<file path="config.mk">
export PLATFORM = sky130hd
export DESIGN_NAME = ili9341_spi_decoder
export DESIGN_NICKNAME = d
export VERILOG_FILES = /design/src/rtl/ili9341_spi_decoder.sv
export SDC_FILE = /design/constraint.sdc
export NUM_CORES = 1
export LEC_CHECK = 0
export CAP_MARGIN = 0
export CORE_UTILIZATION = 35
export DETAILED_ROUTE_END_ITERATION = 10
export PLACE_DENSITY = 0.63
export SKIP_CTS_REPAIR_TIMING = 1
export SYNTH_ARGS = -nofsm -noshare
export SYNTH_HDL_FRONTEND = slang
export SYNTH_SLANG_ARGS = --single-unit
</file>
<file path="constraint.sdc">
create_clock -name clk -period 6.73 [get_ports clk]
set_clock_uncertainty 0.2 [all_clocks]
set_input_delay 1.0095 -clock clk [delete_from_list [all_inputs] [get_ports clk]]
set_output_delay 1.0095 -clock clk [all_outputs]
set_load 0.005 [all_outputs]
</file>
<file path="src/rtl/ili9341_spi_decoder.sv">
// ILI9341 4-wire SPI link monitor: oversamples CS_N/SCK/MOSI/DC on clk, rebuilds
// {dc, byte} words into a small FWFT FIFO and tracks command, parameter index and
// RAMWR pixel/frame progress.
module ili9341_spi_decoder #(
  parameter int SYNC_STAGES      = 2,
  parameter int FIFO_DEPTH       = 4,
  parameter int PIXELS_PER_FRAME = 76800
) (
  input  logic        clk,
  input  logic        rst_n,
  input  logic        spi_cs_n,
  input  logic        spi_sck,
  input  logic        spi_mosi,
  input  logic        spi_dc,
  output logic [8:0]  word_o,
  output logic        word_valid_o,
  input  logic        word_ready_i,
  output logic        overflow_o,
  output logic [7:0]  cmd_o,
  output logic [5:0]  param_idx_o,
  output logic        ramwr_active_o,
  output logic [16:0] pixel_cnt_o,
  output logic        frame_done_o
);

  localparam int AW = (FIFO_DEPTH > 1) ? $clog2(FIFO_DEPTH) : 1;
  localparam int CW = AW + 1;
  localparam logic [CW-1:0] FULL_CNT  = CW'(FIFO_DEPTH);
  localparam logic [16:0]   PIX_LAST  = 17'(PIXELS_PER_FRAME - 1);
  localparam logic [7:0]    CMD_RAMWR = 8'h2C;

  typedef enum logic [1:0] {IDLE, CMD, RAMWR} state_t;

  // ---------------------------------------------------------------------------
  // Input synchronizers
  // ---------------------------------------------------------------------------
  logic [SYNC_STAGES-1:0] cs_sync, sck_sync, mosi_sync, dc_sync;
  logic cs_s, sck_s, mosi_s, dc_s;

  // Bring the asynchronous SPI pins into the clk domain; reset parks them idle.
  always_ff @(posedge clk) begin
    // NOTE: sequential state always uses non-blocking (<=) so every flop samples
    // pre-edge values; blocking here would collapse the synchronizer chain.
    if (!rst_n) begin
      cs_sync   <= '1;
      sck_sync  <= '0;
      mosi_sync <= '0;
      dc_sync   <= '0;
    end else begin
      cs_sync   <= {cs_sync[SYNC_STAGES-2:0],   spi_cs_n};
      sck_sync  <= {sck_sync[SYNC_STAGES-2:0],  spi_sck};
      mosi_sync <= {mosi_sync[SYNC_STAGES-2:0], spi_mosi};
      dc_sync   <= {dc_sync[SYNC_STAGES-2:0],   spi_dc};
    end
  end

  assign cs_s   = cs_sync[SYNC_STAGES-1];
  assign sck_s  = sck_sync[SYNC_STAGES-1];
  assign mosi_s = mosi_sync[SYNC_STAGES-1];
  assign dc_s   = dc_sync[SYNC_STAGES-1];

  // ---------------------------------------------------------------------------
  // Bit assembly
  // ---------------------------------------------------------------------------
  logic       sck_q;
  logic [2:0] bit_cnt;
  logic [7:0] shift_reg;
  logic       byte_stb;
  logic [8:0] byte_word;
  logic       sck_rise;

  assign sck_rise = sck_s & ~sck_q & ~cs_s;

  // Shift MOSI on each framed SCK rise; the 8th bit strobes a finished word.
  always_ff @(posedge clk) begin
    if (!rst_n) begin
      sck_q     <= 1'b0;
      bit_cnt   <= 3'd0;
      shift_reg <= 8'd0;
      byte_stb  <= 1'b0;
      byte_word <= 9'd0;
    end else begin
      sck_q    <= sck_s;
      byte_stb <= 1'b0;
      if (cs_s) begin
        bit_cnt <= 3'd0;
      end else if (sck_rise) begin
        shift_reg <= {shift_reg[6:0], mosi_s};
        bit_cnt   <= bit_cnt + 3'd1;
        if (bit_cnt == 3'd7) begin
          byte_stb  <= 1'b1;
          byte_word <= {dc_s, shift_reg[6:0], mosi_s};
        end
      end
    end
  end

  // ---------------------------------------------------------------------------
  // Output FIFO (first-word fall-through)
  // ---------------------------------------------------------------------------
  logic [8:0]    mem [FIFO_DEPTH];
  logic [AW-1:0] wr_ptr, rd_ptr;
  logic [CW-1:0] count;
  logic          pop, do_push;

  assign word_valid_o = (count != '0);
  assign pop          = word_valid_o & word_ready_i;
  assign do_push      = byte_stb & ((count != FULL_CNT) | pop);
  assign word_o       = word_valid_o ? mem[rd_ptr] : 9'd0;

  // Storage array: written only on an accepted push.
  always_ff @(posedge clk) begin
    // NOTE: the storage array is deliberately not reset; word_o is masked while
    // empty, so stale entries are never observed and the RAM stays reset-free.
    if (do_push) mem[wr_ptr] <= byte_word;
  end

  // Pointers, fill count and the sticky overflow flag.
  always_ff @(posedge clk) begin
    if (!rst_n) begin
      wr_ptr     <= '0;
      rd_ptr     <= '0;
      count      <= '0;
      overflow_o <= 1'b0;
    end else begin
      if (do_push) wr_ptr <= wr_ptr + 1'b1;
      if (pop)     rd_ptr <= rd_ptr + 1'b1;
      if (do_push && !pop)      count <= count + 1'b1;
      else if (!do_push && pop) count <= count - 1'b1;
      if (byte_stb && !do_push) overflow_o <= 1'b1;
    end
  end

  // ---------------------------------------------------------------------------
  // Command / parameter / RAMWR decode
  // ---------------------------------------------------------------------------
  state_t state;
  logic   toggle;

  assign ramwr_active_o = (state == RAMWR);

  // Decode each completed word, independent of whether the FIFO accepted it.
  always_ff @(posedge clk) begin
    if (!rst_n) begin
      state        <= IDLE;
      cmd_o        <= 8'd0;
      param_idx_o  <= 6'd0;
      toggle       <= 1'b0;
      pixel_cnt_o  <= 17'd0;
      frame_done_o <= 1'b0;
    end else begin
      // NOTE: default-low first so frame_done_o is a single-cycle pulse.
      frame_done_o <= 1'b0;
      if (byte_stb) begin
        if (!byte_word[8]) begin
          cmd_o       <= byte_word[7:0];
          param_idx_o <= 6'd0;
          toggle      <= 1'b0;
          pixel_cnt_o <= 17'd0;
          state       <= (byte_word[7:0] == CMD_RAMWR) ? RAMWR : CMD;
        end else begin
          if (param_idx_o != 6'd63) param_idx_o <= param_idx_o + 6'd1;
          if (state == RAMWR) begin
            toggle <= ~toggle;
            if (toggle) begin
              if (pixel_cnt_o == PIX_LAST) begin
                pixel_cnt_o  <= 17'd0;
                frame_done_o <= 1'b1;
              end else begin
                pixel_cnt_o <= pixel_cnt_o + 17'd1;
              end
            end
          end
        end
      end
    end
  end

endmodule

</file>
==> flow_summary.json <==
{
  "syn_avg_cell_area_um2": 11.20,
  "syn-cell-area_um2": 4457,
  "wl_met2_mm": 4.105,
  "synth_seq_cells": 110,
  "htreeDepth": 3,
  "yosys-top-cells-area": "dfxtp_1, edfxtp_1, mux4_2",
  "pin_count": 51,
  "clock_power_share_pct": 34.6,
  "drive_gt1_share_pct": 7.383,
  "drtIter0Drc": 191,
  "grt.total_usage_pct": 13.81,
  "slew-limit-headroom_pct": 41.22,
  "drc": 0,
  "nets": 459,
  "rrSetupSlack_ns": 4.06,
  "synth_cell_types": 47,
  "port_buffers": 50,
  "crit_required_ns": 5.52,
  "post-route-period-util_pct": 51.59,
  "syn2layout_area_growth_pct": 20.92,
  "grt_overflow": 0,
  "rsz0062_at_grt": "no",
  "maxCapViolCount": 0,
  "synth_flop_cell": "dfxtp_1",
  "top_register": "mem",
  "antenna_found_initial": 0,
  "whs_ns": 0.2176,
  "die_h_um": 114.8,
  "setup_viol": 0,
  "finalWirelength_mm": 8.645,
  "r2r_start": "byte_stb",
  "vias": 3045,
  "reg2reg_depth": 7,
  "dieArea_um2": 13190,
  "status": "finished clean",
  "critical_path_class": "reg -> out",
  "p_int_uw": 1101,
  "drtPass1Iterations": 4,
  "grt_pass1_vias": 2895,
  "r2r_end": "count[2]",
  "core_area_um2": 12210,
  "p_sw_share_pct": 24.63,
  "holdPathStages": 1,
  "fillers": 1180,
  "min_period_ns": 3.472,
  "cts_tree": "built",
  "synthArstFlopShare_pct": 0,
  "cts_root_buf": "clkbuf_16",
  "dr_wl_met3_um": 379,
  "cts_buffers": 9,
  "synth_edf_count": 36,
  "yosysSeqAreaShare_pct": 57.50,
  "whs_endpoint": "cs_sync[1]",
  "syn_nets": 415,
  "endpoint_kind": "primary output",
  "clk_latency_ns": 0.34,
  "critPathMaxFanout": 9,
  "maxSlewViolCount": 0,
  "clock_path_buffers": 2,
  "cp_slowest_cell": "dfxtp_1",
  "synth_top_area_share_pct": 33.24,
  "top_layer": "met4",
  "m1WireLength_mm": 4.101,
  "hold_class": "reg -> reg",
  "path_clk_slew_ns": 0.07,
  "initial_core_util_pct": 36.50,
  "largest_reg_flops": 36,
  "max_stage_delay_ns": 0.72,
  "place_congestion": 0.8565,
  "grt_max_degree": 50,
  "worstPathArrival_ns": 2.26,
  "power_frac_seq_pct": 49.8,
  "cts_sinks": 110,
  "cp_cell_sequence": "mux4_2 -> and2_1 -> clkdlybuf4s50_1",
  "drtAntennaViolNets": 0,
  "combPwrFrac_pct": 15.6,
  "ys_warn_count": 0,
  "p_sw_uw": 359.6,
  "reg_top3": "mem x36, pixel_cnt_o x17, byte_word x9",
  "antenna_cells": 0,
  "p_per_area_nw_per_um2": 271.0,
  "fin_setup_tns_ns": 0,
  "via_per_inst": 4.951,
  "max_freq_mhz": 288.0,
  "min-delay-start": "cs_sync[0]",
  "postSynthCellCount": 398,
  "grt_first_pass_wirelength_mm": 14.18,
  "placementRows": 40,
  "hold_viol_final": 0,
  "synth_largest_area_cell": "dfxtp_1",
  "wl_per_cell_um": 14.06,
  "cp-start-kind": "flop",
  "fp.dieW_um": 114.8,
  "vdd.ir_drop.worst_mv": 0.1432,
  "worst_pin_slew_ns": 0.8817,
  "hpwlAfterDp_mm": 5.940,
  "cellLeakagePower_uw": 0.001769
}
-- worst max-delay path by stage --
stage | startpoint | endpoint | slack (ns)
final | flop | word_o[5] | 3.26
after global routing | flop | word_o[5] | 3.09
after CTS | flop | word_o[5] | 3.18
after detailed placement | word_ready_i | count[2] | 3.12
after global placement | word_ready_i | count[2] | 3.26
after floorplan | word_ready_i | count[2] | 3.90
-- synthesized netlist by cell type (all sizes together), types with 2 or more instances --
master   count
dfxtp       74
mux4         9
nand3       14
or2          2
inv          6
a211oi       4
o211ai       2
a21oi       25
clkbuf      14
nor2        26
a31oi        2
o21ai        4
nand4b       3
or3          2
nor3        11
and3         3
nor4b        2
nand2       49
ha           9
xnor2       10
and2        22
or4          6
buf          6
a2111oi      4
o2111ai      3
nand4bb      2
nor2b        4
mux2i       11
nand4        8
nand2b       4
xor2        10
edfxtp      36
-- power by group through the flow --
stage	clock, µW	combinational (µW)	sequential, µW
after detailed placement	0	233	744
final	505	229	727
after floorplan	0	142	724
after global routing	542	254	731
after global placement	0	226	743
after CTS	515	233	729
-- cells in the final DEF (no fill, tap or decap), drive strengths merged, types with 9 or more instances in the layout --
| cell type | count |
|---|---|
| ha | 9 |
| and2 | 22 |
| nand3 | 14 |
| nor2 | 26 |
| mux4 | 9 |
| edfxtp | 36 |
| clkdlybuf4s50 | 50 |
| clkbuf | 9 |
| nand2 | 49 |
| a21oi | 25 |
| xor2 | 10 |
| xnor2 | 10 |
| nor3 | 11 |
| dfxtp | 74 |
| mux2i | 11 |
-- stage by stage --
stage | setup slack (ns) | utilization (%) | area, µm² | cells | power (µW)
final | 3.258 | 44.13 | 5389 | 615 | 1460
after global routing | 3.094 | 44.13 | 5389 | 615 | 1527
after CTS | 3.181 | 44.13 | 5389 | 615 | 1477
after detailed placement | 3.116 | 41.74 | 5097 | 599 | 976.9
after global placement | 3.261 | 41.74 | 5097 | 599 | 968.9
after floorplan | 3.900 | - | 4457 | 398 | 866.1
-- layout make-up --
class                      instances  area, µm²  share of cell area [%]
sequential                       110       2562                   47.55
multi-input combinational        262       1779                   33.02
timing repair buffer              53      523.0                   9.705
clock buffer                       9      225.2                   4.179
tap                              168      210.2                   3.901
clock inverter                     7      66.31                   1.231
inverter                           6      22.52                  0.4179
-- routing by layer --
layer | vias to the layer above | global-route usage (%)
li1 | 1511 | -
met1 | 1460 | 18.08
met2 | 67 | 22.69
met3 | 7 | 3.163
met4 | 0 | 4.329
met5 | - | 0
-- logic make-up (layout without fill, tap and decap cells) --
family	count (synthesis)	in the layout	synth area share (%)
XOR/XNOR	20	20	3.930
multiplexers	20	20	7.019
AO/OA/AOI/OAI	48	48	6.794
flip-flops	110	110	57.50
buffers and inverters	26	75	2.583
AND/OR/NAND/NOR	164	164	19.20
adder cells (fa/ha/maj)	10	10	2.976
-- critical path: cells and delay by family (launching register included) --
family | cells | cell delay [ns]
buf+inv | 1 | 0.44
flops | 1 | 0.72
mux | 1 | 0.59
simple gates | 1 | 0.17
No activity file was read; power rests on OpenSTA's default activity.
